`src/rtl/seven_segment_scan_ctrl.sv`:
```
// Four-digit multiplexed seven-segment scan controller with blanking gaps and frame-synchronous shadow loading.
// Optional leading-zero suppression is enabled by defining SSD_LEADING_ZERO_BLANK_EN.
module seven_segment_scan_ctrl #(
  parameter int CLKS_PER_DIGIT = 100000,
  parameter int DEAD_CLKS      = 16
) (
  input  logic       i_CLK,
  input  logic       i_RESET,
  input  logic       i_ENABLE,
  input  logic       i_LOAD,
  input  logic [3:0] i_DIGIT_1,
  input  logic [3:0] i_DIGIT_2,
  input  logic [3:0] i_DIGIT_3,
  input  logic [3:0] i_DIGIT_4,
  output logic [3:0] o_OUT,
  output logic [3:0] o_ANODES,
  output logic       o_PENDING,
  output logic       o_FRAME
);

  // One counter serves both phases and is wide enough for the largest legal digit time.
  localparam int              CNT_W     = 20;
  localparam logic [CNT_W-1:0] SHOW_LAST = CNT_W'(CLKS_PER_DIGIT - 1);
  localparam logic [CNT_W-1:0] DEAD_LAST = CNT_W'(DEAD_CLKS - 1);

  typedef enum logic [0:0] {
    ST_DEAD = 1'b0,
    ST_SHOW = 1'b1
  } state_t;

  state_t           r_state;
  state_t           w_state_nxt;
  logic [1:0]       r_index;
  logic [1:0]       w_index_nxt;
  logic [CNT_W-1:0] r_count;
  logic [CNT_W-1:0] w_count_nxt;
  logic             w_wrap;

  // Element 0 holds digit 1 (leftmost).
  logic [3:0][3:0]  r_shadow;
  logic [3:0][3:0]  w_shadow_nxt;
  logic [3:0][3:0]  r_display;
  logic [3:0][3:0]  w_display_nxt;
  logic             r_pending;
  logic             w_pending_nxt;
  logic             w_xfer;
  logic             w_blank;

  logic [3:0]       r_out;
  logic [3:0]       w_out_nxt;
  logic [3:0]       r_anodes;
  logic [3:0]       w_anodes_nxt;
  logic             r_frame;
  logic             w_frame_nxt;

`ifdef SSD_LEADING_ZERO_BLANK_EN
  function automatic logic f_lead_zero(input logic [3:0][3:0] disp, input logic [1:0] idx);
    logic res;
    case (idx)
      2'd0:    res = (disp[0] == 4'd0);
      2'd1:    res = (disp[0] == 4'd0) && (disp[1] == 4'd0);
      2'd2:    res = (disp[0] == 4'd0) && (disp[1] == 4'd0) && (disp[2] == 4'd0);
      default: res = 1'b0;
    endcase
    return res;
  endfunction

  assign w_blank = f_lead_zero(w_display_nxt, w_index_nxt);
`else
  assign w_blank = 1'b0;
`endif

  // Scan state register.
  always_ff @(posedge i_CLK or posedge i_RESET) begin
    if (i_RESET) begin
      r_state <= ST_DEAD;
      r_index <= 2'd0;
      r_count <= {CNT_W{1'b0}};
    end else begin
      r_state <= w_state_nxt;
      r_index <= w_index_nxt;
      r_count <= w_count_nxt;
    end
  end

  // Next-state logic: a disabled display parks in the restart position.
  always_comb begin
    w_state_nxt = r_state;
    w_index_nxt = r_index;
    w_count_nxt = r_count;
    w_wrap      = 1'b0;
    if (!i_ENABLE) begin
      w_state_nxt = ST_DEAD;
      w_index_nxt = 2'd0;
      w_count_nxt = {CNT_W{1'b0}};
    end else begin
      case (r_state)
        ST_DEAD: begin
          if (r_count == DEAD_LAST) begin
            w_state_nxt = ST_SHOW;
            w_count_nxt = {CNT_W{1'b0}};
          end else begin
            w_count_nxt = r_count + 20'd1;
          end
        end
        ST_SHOW: begin
          if (r_count == SHOW_LAST) begin
            w_state_nxt = ST_DEAD;
            w_count_nxt = {CNT_W{1'b0}};
            w_index_nxt = r_index + 2'd1;
            w_wrap      = (r_index == 2'd3);
          end else begin
            w_count_nxt = r_count + 20'd1;
          end
        end
        default: begin
          w_state_nxt = ST_DEAD;
          w_index_nxt = 2'd0;
          w_count_nxt = {CNT_W{1'b0}};
        end
      endcase
    end
  end

  // Shadow/display handoff: the shadow is applied at the end of the frame-pulse cycle,
  // or at once while disabled since no frame boundary will come.
  always_comb begin
    w_xfer        = r_pending & (r_frame | ~i_ENABLE);
    w_display_nxt = r_display;
    w_shadow_nxt  = r_shadow;
    w_pending_nxt = r_pending;
    if (w_xfer) begin
      w_display_nxt = r_shadow;
      w_pending_nxt = 1'b0;
    end else begin
      w_display_nxt = r_display;
    end
    if (i_LOAD) begin
      w_shadow_nxt  = {i_DIGIT_4, i_DIGIT_3, i_DIGIT_2, i_DIGIT_1};
      w_pending_nxt = 1'b1;
    end else begin
      w_shadow_nxt  = r_shadow;
    end
  end

  // Output decode from next-cycle state so the registered outputs line up with the scan state.
  always_comb begin
    w_out_nxt    = w_display_nxt[w_index_nxt];
    w_frame_nxt  = w_wrap;
    w_anodes_nxt = 4'b1111;
    if ((w_state_nxt == ST_SHOW) && !w_blank) begin
      case (w_index_nxt)
        2'd0:    w_anodes_nxt = 4'b0111;
        2'd1:    w_anodes_nxt = 4'b1011;
        2'd2:    w_anodes_nxt = 4'b1101;
        default: w_anodes_nxt = 4'b1110;
      endcase
    end else begin
      w_anodes_nxt = 4'b1111;
    end
  end

  // Data and output registers.
  always_ff @(posedge i_CLK or posedge i_RESET) begin
    if (i_RESET) begin
      r_shadow  <= {4{4'd0}};
      r_display <= {4{4'd0}};
      r_pending <= 1'b0;
      r_out     <= 4'd0;
      r_anodes  <= 4'b1111;
      r_frame   <= 1'b0;
    end else begin
      r_shadow  <= w_shadow_nxt;
      r_display <= w_display_nxt;
      r_pending <= w_pending_nxt;
      r_out     <= w_out_nxt;
      r_anodes  <= w_anodes_nxt;
      r_frame   <= w_frame_nxt;
    end
  end

  assign o_OUT     = r_out;
  assign o_ANODES  = r_anodes;
  assign o_PENDING = r_pending;
  assign o_FRAME   = r_frame;

endmodule

```
`config.mk`:
```
export PLATFORM = sky130hd
export DESIGN_NAME = seven_segment_scan_ctrl
export DESIGN_NICKNAME = d
export VERILOG_FILES = /design/src/rtl/seven_segment_scan_ctrl.sv
export SDC_FILE = /design/constraint.sdc
export NUM_CORES = 1
export LEC_CHECK = 0
export CORE_ASPECT_RATIO = 0.5
export CORE_MARGIN = 1.5
export CORE_UTILIZATION = 30
export DETAILED_ROUTE_END_ITERATION = 12
export DONT_BUFFER_PORTS = 1
export SLEW_MARGIN = 20
export SYNTH_ARGS = -nofsm -noshare
export SYNTH_HDL_FRONTEND = slang
export SYNTH_SLANG_ARGS = --single-unit
```
`constraint.sdc`:
```
create_clock -name i_CLK -period 2.1 [get_ports i_CLK]
set_input_delay 0.21 -clock i_CLK [delete_from_list [all_inputs] [get_ports i_CLK]]
set_output_delay 0.21 -clock i_CLK [all_outputs]
set_load 0.005 [all_outputs]
```
==> results of run 1 <==
==> metal layers <==
metal	global-route usage, %	up-vias
li1	-	865
met5	0	-
met4	5.79	0
met3	3.88	13
met2	20.7	43
met1	15.5	907
==> cells in the mapped netlist (2+ instances only) <==
cell type / n
and2_1: 3
clkbuf_1: 5
mux2_2: 25
xor2_1: 10
dfstp_2: 4
o32ai_1: 2
and3_1: 9
inv_1: 14
dfrtp_1: 61
xnor2_1: 9
nand4_1: 3
ha_1: 2
nand3_1: 13
nor2b_1: 2
mux2i_1: 9
nor2_1: 30
nor4_1: 3
a221o_1: 4
nand2_1: 9
o221ai_1: 6
==> repair_timing <==
| action | 4_1_cts | 5_1_grt |
|---|---|---|
| hold buffers | 2 | 0 |
| hold endpoints to repair | 22 | 0 |
| resized for setup | 4 | 4 |
| pin swaps | 0 | 0 |
| setup endpoints to repair | 4 | 8 |
| setup buffers | 0 | 1 |
==> final cells by class <==
cell class,count,area [sq um]
Inverter,15,56.3
Clock inverter,3,15.0
Tap cell,117,146
Sequential cell,65,1630
Fill cell,866,5570
Clock buffer,13,260
Multi-Input combinational cell,150,1140
Timing Repair Buffer,13,128
==> cell families (layout without fill, tap and decap cells) <==
kind of cell	after synthesis	after routing	share of synthesized area, %
multiplexers	34	34	13.1
adder cells (fa/ha/maj)	2	2	0.882
AND/OR/NAND/NOR	75	75	12.6
buffers and inverters	24	44	3.62
flip-flops	65	65	57.5
XOR/XNOR	19	19	5.87
AO/OA/AOI/OAI	20	20	6.40
==> worst paths after layout <==
kind,startpoint,to,slack [ps],cells after the start
min in group asynchronous,i_RESET,r_count[7]$_DFF_PP0_,400,2
max in group asynchronous,i_RESET,r_shadow[9]$_DFFE_PP0P_,1090,3
min reg2reg,r_display[3]$_DFF_PP0_,r_display[3]$_DFF_PP0_,500,1
max,r_count[0]$_DFF_PP0_,o_OUT[1]$_DFF_PP0_,100,7
min,i_DIGIT_3[2],r_shadow[10]$_DFFE_PP0P_,30,1
max reg2reg,r_count[0]$_DFF_PP0_,o_OUT[1]$_DFF_PP0_,100,7
==> where the power goes <==
group | switching, mW | internal, mW
combinational | 0.114 | 0.108
sequential | 0.0484 | 1.37
clock | 0.501 | 0.856
==> state kept, by name, indices dropped and copies added, names as in the netlist <==
register,cells
o_ANODES,4
o_FRAME,1
o_OUT,4
o_PENDING,1
r_count,20
r_display,16
r_index,2
r_shadow,16
r_state,1
==> worst max-delay path, delay by kind of cell, from the launching register on <==
family | cells | cell delay [ps]
compound gates | 3 | 570
fa+ha+maj | 1 | 190
simple gates | 2 | 480
mux | 1 | 280
flops | 1 | 360
==> per-stage QoR <==
stage / utilization (%) / instance area [sq um]
final: 37.8 / 3380
after global routing: 37.8 / 3380
after CTS: 37.5 / 3350
after detailed placement: 34.0 / 3040
after global placement: 34.0 / 3040
after floorplan: - / 2840
==> out/metrics.cfg, run 1 <==
[run_status]
status = finished, final reports clean

[die]
die_area_sq_um = 10100
start_util_pct = 31.7
die_w_microns = 140
placeableCoreArea_sq_um = 8950
row_count = 24
die_h_microns = 71.7
io_pins = 30

[sta]
fmax_ghz = 0.499
setup_slack_ps = 95.2
worstMarginPinSlew_ps = 551
drv_slew = 0
fin_skew_ps = 6.58
hold_viol = 0
period_minus_slack_ps = 2000
fin_setup_tns_ps = 0
setup_viol = 0
timing.hold.ws_ps = 30.0
final.period_utilization_pct = 95.5
slew_headroom_pct = 63.2

[global_route]
grt_pass1_vias = 1898
antenna_found_initial = 0
grt_util_all_layers_pct = 12.6
grt-ovfl-total = 0
grt_max_degree = 41
grt_pass1_wl_microns = 9640

[clocking]
root_buffer = clkbuf_16
tritoncts = done
clock_sinks = 65
clk_pin_slew_worst_paths_ps = 50
cts_htree_levels = 3
numCtsBuffers = 9
clockBufferDepth = 2
clkLatencyLatePin_ps = 330

[synth]
synth_edf_count = 0
syn_area_sq_um = 2840
yosysUniqueCellTypes = 36
synthCells = 239
synth_flop_cell = dfrtp_1
synth.avg_cell_area_sq_um = 11.9
synth.yosys.seq_area_share_pct = 57.5
ys_async_sr_fraction_pct = 100
synth_warnings = 0
synth_top_area_share_pct = 53.8
syn_nets = 261
synth.area.top_cells = dfrtp_1 54%, mux2_2 9.9%, nor2_1 4.0%
ys_ff_latch = 65
yosysTopAreaCell = dfrtp_1

[placement]
place_congestion = 0.808
place_inst = 357
dpl.hpwl_microns = 3920
io_buffers = 0
dpl_worst_slack_ps = -49.7

[power]
power.leakage_nw = 1.50
powerDensity_nw_per_um2 = 886
p_total_mw = 2.99
ir_worst_vdd_v = 0.000385

[route]
antenna_left = 0
drt-initial-drc-count = 107
route.met3.wl_microns = 209
wl_met2_microns = 2660
top_layer_used = met4
drt-total-wl_microns = 5650
wl_per_cell_microns = 15.0
drtPass1Iterations = 4
vias = 1828
viasPerCell = 4.86
drc = 0
wl_met1_microns = 2660

[finish]
antenna_cells = 0
drive_gt1_share_pct = 25.1
layout_commonest_cell = dfrtp_1
most-common-layout-cells = 61 x dfrtp_1, 29 x nor2_1, 25 x mux2_2
nets = 276
area_delta_synth_final_pct = 19.2
fin_cells = 376

[setup_path]
worstPathMaxFanout = 9
worstPathCellList = ha_1 -> and3_1 -> and4_4 -> a21bo_4 -> o32ai_1 -> mux2_2 -> a221o_1
crit_arrival_ps = 2220
worstSetupEndpointType = flop
cp-start-kind = flop
critPathMaxStageDelay_ps = 360
crit_slowest_cell = dfrtp_1
crit_required_ps = 2310
critical_path_class = reg2reg

[hold_path]
hold_class = in2reg

[run]
cap_violations = 0

Note: power is estimated with default switching activity, not from simulation.
==> inputs of run 2 (changes only) <==
- PLACE_DENSITY: default -> 0.45
==> out/metrics.cfg, run 2 (synthesized netlist as in run 1, its figures left out) <==
[hold_path]
hold_end = r_shadow[10]$_DFFE_PP0P_  ; unchanged
hold_class = in2reg  ; unchanged
min_from = i_DIGIT_3[2]  ; unchanged
hold_depth = 1  ; unchanged

[power]
power.leakage_nw = 1.54  ; was 1.50 nW
ir_worst_vdd_v = 0.000318  ; was 0.000385 V
powerDensity_nw_per_um2 = 950  ; was 886 nW/um^2
p_total_mw = 3.30  ; was 2.99 mW

[clocking]
clk_pin_slew_worst_paths_ps = 50  ; about the same
tritoncts = done  ; unchanged
root_buffer = clkbuf_16  ; unchanged
numCtsBuffers = 9  ; unchanged
clkLatencyLatePin_ps = 330  ; about the same
clockBufferDepth = 2  ; unchanged
cts_htree_levels = 3  ; unchanged
cts_setup_buffers = 0  ; unchanged
clock_sinks = 65  ; unchanged

[route]
drt-initial-drc-count = 127  ; was 107
antenna_left = 0  ; unchanged
wl_met2_microns = 2680  ; was 2660 microns
route.met3.wl_microns = 211  ; was 209 microns
wl_per_cell_microns = 14.9  ; was 15.0 microns
drc = 0  ; unchanged
vias = 1843  ; was 1828
drt-total-wl_microns = 5650  ; about the same
wl_met1_microns = 2650  ; was 2660 microns
viasPerCell = 4.86  ; about the same
drtPass1Iterations = 4  ; unchanged
top_layer_used = met4  ; unchanged

[sta]
rsz0062_at_grt = no
period_minus_slack_ps = 2010  ; was 2000 ps
fmax_ghz = 0.498  ; was 0.499 GHz
worstMarginPinSlew_ps = 596  ; was 551 ps
slew_headroom_pct = 59.9  ; was 63.2%
setup_viol = 0  ; unchanged
hold_viol = 0  ; unchanged
fin_skew_ps = 5.87  ; was 6.58 ps
timing.hold.ws_ps = 27.0  ; was 30.0 ps
drv_slew = 0  ; unchanged
setup_slack_ps = 92.4  ; was 95.2 ps
final.period_utilization_pct = 95.6  ; was 95.5%

[placement]
dpl_worst_slack_ps = -116  ; was -49.7 ps
io_buffers = 0  ; unchanged
dpl.hpwl_microns = 3790  ; was 3920 microns
place_area_sq_um = 3060  ; was 3040 sq um
place_congestion = 0.781  ; was 0.808

[die]
start_util_pct = 31.7  ; unchanged
die_w_microns = 140  ; unchanged
row_count = 24  ; unchanged
die_h_microns = 71.7  ; unchanged
die_area_sq_um = 10100  ; unchanged
placeableCoreArea_sq_um = 8950  ; unchanged
io_pins = 30  ; unchanged

[finish]
design_area_sq_um = 3470  ; was 3380 sq um
area_delta_synth_final_pct = 22.5  ; was 19.2%
regMostFlops = r_count  ; unchanged
fillCellCount = 881  ; was 866
largest_reg_flops = 20  ; unchanged
layout_commonest_cell = dfrtp_1  ; unchanged
reg_top3 = r_count: 20 flops, r_display: 16 flops, r_shadow: 16 flops  ; unchanged
most-common-layout-cells = 61 x dfrtp_1, 29 x nor2_1, 25 x mux2_2  ; unchanged
nets = 279  ; was 276
antenna_cells = 0  ; unchanged
drive_gt1_share_pct = 26.3  ; was 25.1%

[setup_path]
crit_required_ps = 2310  ; about the same
crit_arrival_ps = 2220  ; about the same
worstPathCellList = ha_1 -> and3_1 -> and4_4 -> a21bo_4 -> o32ai_1 -> mux2_2 -> a221o_1  ; unchanged
critical_path_class = reg2reg  ; unchanged
reg2regPathDepth = 7  ; unchanged
worstPathMaxFanout = 6  ; was 9
critPathMaxStageDelay_ps = 370  ; was 360 ps
reg2reg_slack_ps = 90  ; was 100 ps
r2r-end = o_OUT[1]$_DFF_PP0_  ; unchanged
worstSetupEndpointType = flop  ; unchanged
r2r-start = r_count[0]$_DFF_PP0_  ; unchanged
crit_slowest_cell = dfrtp_1  ; unchanged
cp-start-kind = flop  ; unchanged

[global_route]
grt_util_all_layers_pct = 13.0  ; was 12.6%
grt_max_degree = 66  ; was 41
grt_pass1_wl_microns = 9830  ; was 9640 microns
grt_pass1_vias = 2014  ; was 1898
grt-ovfl-total = 0  ; unchanged
antenna_found_initial = 0  ; unchanged

[run_status]
status = finished, final reports clean  ; unchanged

[run]
cap_violations = 0  ; unchanged

run 2: metal layers:
metal  global-route usage [%]  up-vias
met5                        0        -
met4                     4.86        0
met3                     5.01        9
met2                     21.1       24
met1                     15.9      938
li1                         -      872
run 2: through the flow:
step	utilization [%]	TNS, ps	std cells
after floorplan	-	0	239
after global placement	34.2	0	360
after detailed placement	34.2	-407	360
after CTS	38.5	0	378
after global routing	38.8	0	379
final	38.8	0	379
run 2: where the power goes:
part           switching (mW)  internal [mW]
clock                   0.508           1.16
combinational           0.112          0.107
sequential             0.0454           1.37
total                   0.666           2.63
run 2: worst max-delay path: cells and delay by family, from the launching register on:
| family | cells | cell delay [ps] |
|---|---|---|
| AND/OR/NAND/NOR | 2 | 490 |
| adder cells (fa/ha/maj) | 1 | 190 |
| AO/OA/AOI/OAI | 3 | 560 |
| multiplexers | 1 | 280 |
| flip-flops | 1 | 370 |
run 2: what timing repair did:
| item | 4_1_cts | 5_1_grt |
|---|---|---|
| gates cloned | 0 | 1 |
| hold endpoints to repair | 62 | 0 |
| hold buffers | 2 | 0 |
| setup endpoints to repair | 4 | 2 |
| pin swaps | 0 | 1 |
| resized for setup | 5 | 4 |
run 2: how the worst max path moves through the flow:
stage | from | to | slack (ps) | cells after the start
after global placement | r_count[6]$_DFF_PP0_ | o_OUT[3]$_DFF_PP0_ | 30 | 5
after floorplan | o_FRAME$_DFF_PP0_ | o_OUT[1]$_DFF_PP0_ | 80 | 6
after detailed placement | r_count[6]$_DFF_PP0_ | o_OUT[3]$_DFF_PP0_ | -120 | 5
final | r_count[0]$_DFF_PP0_ | o_OUT[1]$_DFF_PP0_ | 90 | 7
after global routing | r_count[0]$_DFF_PP0_ | o_OUT[1]$_DFF_PP0_ | 4 | 7
after CTS | r_count[0]$_DFF_PP0_ | o_OUT[1]$_DFF_PP0_ | 20 | 7
run 2: area by class of cell:
| class | instances | area [sq um] | area share [%] |
|---|---|---|---|
| flip-flops and latches | 65 | 1630 | 47.0 |
| multi-input cells | 151 | 1160 | 33.4 |
| clock buffers | 11 | 233 | 6.70 |
| well taps | 117 | 146 | 4.22 |
| repair buffers | 15 | 143 | 4.11 |
| clock inverters | 5 | 104 | 2.99 |
| inverters | 15 | 56.3 | 1.62 |
==> inputs of run 3 (changes only) <==
--- a/config.mk
+++ b/config.mk
@@ -6,5 +6,4 @@
 export NUM_CORES = 1
 export LEC_CHECK = 0
-export CORE_ASPECT_RATIO = 0.5
 export CORE_MARGIN = 1.5
 export CORE_UTILIZATION = 30
@@ -12,4 +11,5 @@
 export DONT_BUFFER_PORTS = 1
 export PLACE_DENSITY = 0.45
+export SETUP_SLACK_MARGIN = 0.4
 export SLEW_MARGIN = 20
 export SYNTH_ARGS = -nofsm -noshare
==> constraint.sdc (replaced) <==
create_clock -name i_CLK -period 2.1 [get_ports i_CLK]
set_input_delay 0.21 -clock i_CLK [delete_from_list [all_inputs] [get_ports i_CLK]]
set_output_delay 0.21 -clock i_CLK [all_outputs]
set_load 0.02 [all_outputs]
==> out/metrics.cfg, run 3 (synthesized netlist as in run 1, its figures left out) <==
[run_status]
status = finished, final reports clean  ; unchanged

[clocking]
numCtsBuffers = 9  ; unchanged
clk_pin_slew_worst_paths_ps = 70  ; was 50 ps
clock_sinks = 65  ; unchanged
clkLatencyLatePin_ps = 340  ; was 330 ps
root_buffer = clkbuf_8  ; was clkbuf_16
cts_htree_levels = 3  ; unchanged
clockBufferDepth = 2  ; unchanged
tritoncts = done  ; unchanged

[placement]
dpl_worst_slack_ps = 37.2  ; was -116 ps
place_congestion = 0.727  ; was 0.781
place_inst = 363  ; was 360
place_area_sq_um = 3160  ; was 3060 sq um
dpl.hpwl_microns = 4120  ; was 3790 microns
io_buffers = 0  ; unchanged

[finish]
fillCellCount = 896  ; was 881
drive_gt1_share_pct = 32.1  ; was 26.3%
regMostFlops = r_count  ; unchanged
nets = 310  ; was 279
most-common-layout-cells = 60 x dfrtp_1, 30 x nor2_1, 24 x mux2_2  ; was 61 x dfrtp_1, 29 x nor2_1, 25 x mux2_2
reg_top3 = r_count: 20 flops, r_display: 16 flops, r_shadow: 16 flops  ; unchanged
final_core_utilization_pct = 39.9  ; was 38.8%
largest_reg_flops = 20  ; unchanged
fin_cells = 404  ; was 379
area_delta_synth_final_pct = 29.4  ; was 22.5%
design_area_sq_um = 3670  ; was 3470 sq um
antenna_cells = 0  ; unchanged
layout_commonest_cell = dfrtp_1  ; unchanged

[sta]
rsz0062_at_grt = yes  ; was no
fmax_ghz = 0.518  ; was 0.498 GHz
period_minus_slack_ps = 1930  ; was 2010 ps
setup_viol = 0  ; unchanged
drv_slew = 0  ; unchanged
slew_headroom_pct = 66.0  ; was 59.9%
fin_skew_ps = 12.2  ; was 5.87 ps
hold_viol = 0  ; unchanged
final.period_utilization_pct = 92.0  ; was 95.6%
setup_slack_ps = 169  ; was 92.4 ps
fin_setup_tns_ps = 0  ; unchanged
worstMarginPinSlew_ps = 509  ; was 596 ps
timing.hold.ws_ps = 27.4  ; was 27.0 ps

[hold_path]
hold_class = in2reg  ; unchanged
min_from = i_LOAD  ; was i_DIGIT_3[2]

[route]
drtPass1Iterations = 4  ; unchanged
vias = 1921  ; was 1843
drc = 0  ; unchanged
antenna_left = 0  ; unchanged
drt-initial-drc-count = 61  ; was 127
drt-total-wl_microns = 6190  ; was 5650 microns
viasPerCell = 4.75  ; was 4.86
wl_per_cell_microns = 15.3  ; was 14.9 microns

[die]
die_w_microns = 100  ; was 140 microns
die_area_sq_um = 10000  ; was 10100 sq um
row_count = 35  ; was 24
die_h_microns = 100  ; was 71.7 microns
io_pins = 30  ; unchanged
start_util_pct = 30.8  ; was 31.7%
placeableCoreArea_sq_um = 9200  ; was 8950 sq um

[setup_path]
reg2reg_slack_ps = 170  ; was 90 ps
crit_required_ps = 2330  ; was 2310 ps
r2r-end = o_OUT[1]$_DFF_PP0_  ; unchanged
critPathCapture = o_OUT[1]$_DFF_PP0_  ; unchanged
cp-start-kind = flop  ; unchanged
reg2regPathDepth = 8  ; was 7
crit_arrival_ps = 2160  ; was 2220 ps
critPathLaunch = r_count[0]$_DFF_PP0_  ; unchanged
worstSetupEndpointType = flop  ; unchanged
worstPathMaxFanout = 6  ; unchanged
r2r-start = r_count[0]$_DFF_PP0_  ; unchanged
critical_path_class = reg2reg  ; unchanged

[global_route]
antenna_found_initial = 0  ; unchanged
grt_pass1_wl_microns = 10200  ; was 9830 microns
grt-ovfl-total = 0  ; unchanged
grt_max_degree = 32  ; was 66
grt_pass1_vias = 1993  ; was 2014
grt_util_all_layers_pct = 13.4  ; was 13.0%

[power]
power.leakage_nw = 1.62  ; was 1.54 nW
powerDensity_nw_per_um2 = 757  ; was 950 nW/um^2
p_total_mw = 2.78  ; was 3.30 mW
ir_worst_vdd_v = 0.000216  ; was 0.000318 V

[run]
cap_violations = 0  ; unchanged

[run 3: cell types whose count changed in the layout (fill, tap and decap cells not counted), moves of 2 or more]
cell / change
dlygate4sd3_1: +16
buf_4: +12
clkbuf_8: +11
clkbuf_16: -9
buf_6: +2
bufinv_16: -2
clkinvlp_4: +2
nand3_2: +2
[run 3: what timing repair did]
action,4_1_cts,5_1_grt
hold endpoints to repair,33,7
setup buffers,4,1
setup endpoints to repair,30,29
cloned,2,0
resized for setup,15,0
pin swaps,6,0
hold buffers,15,3
[run 3: worst min-delay path by stage]
stage,slack [ps],to,cells after the start
after floorplan,350,o_OUT[0]$_DFF_PP0_,1
after global placement,140,r_count[19]$_DFF_PP0_,1
after detailed placement,140,r_count[18]$_DFF_PP0_,1
after CTS,1,r_shadow[3]$_DFFE_PP0P_,1
after global routing,0.4,r_shadow[3]$_DFFE_PP0P_,1
final,30,r_shadow[7]$_DFFE_PP0P_,1
[run 3: where the power goes]
group          internal, mW  switching (mW)  leakage (nW)
sequential             1.36          0.0610         0.806
combinational         0.137           0.127         0.711
clock                 0.613           0.474         0.103
[run 3: final cells by class]
type | instances | area (sq um) | area share, %
inverters | 15 | 60.1 | 1.64
flip-flops and latches | 65 | 1630 | 44.5
well taps | 111 | 139 | 3.78
repair buffers | 45 | 415 | 11.3
multi-input cells | 152 | 1220 | 33.1
clock buffers | 12 | 155 | 4.23
clock inverters | 4 | 51.3 | 1.40
[run 3: metal layers]
layer	GRT usage [%]	up-vias	share of wire [%]
met3	4.67	5	3.9
met2	22.4	38	51
met1	16.2	946	44
met4	4.66	0	0.86
met5	0	-	0
li1	-	932	-
[run 3: critical path: stages (launching register included)]
cell,delay (ps)
dfrtp_1,380
ha_2,200
and3_4,180
and4_4,170
nand2_2,110
buf_4,130
o32ai_1,80
mux2_4,270
a221o_1,290
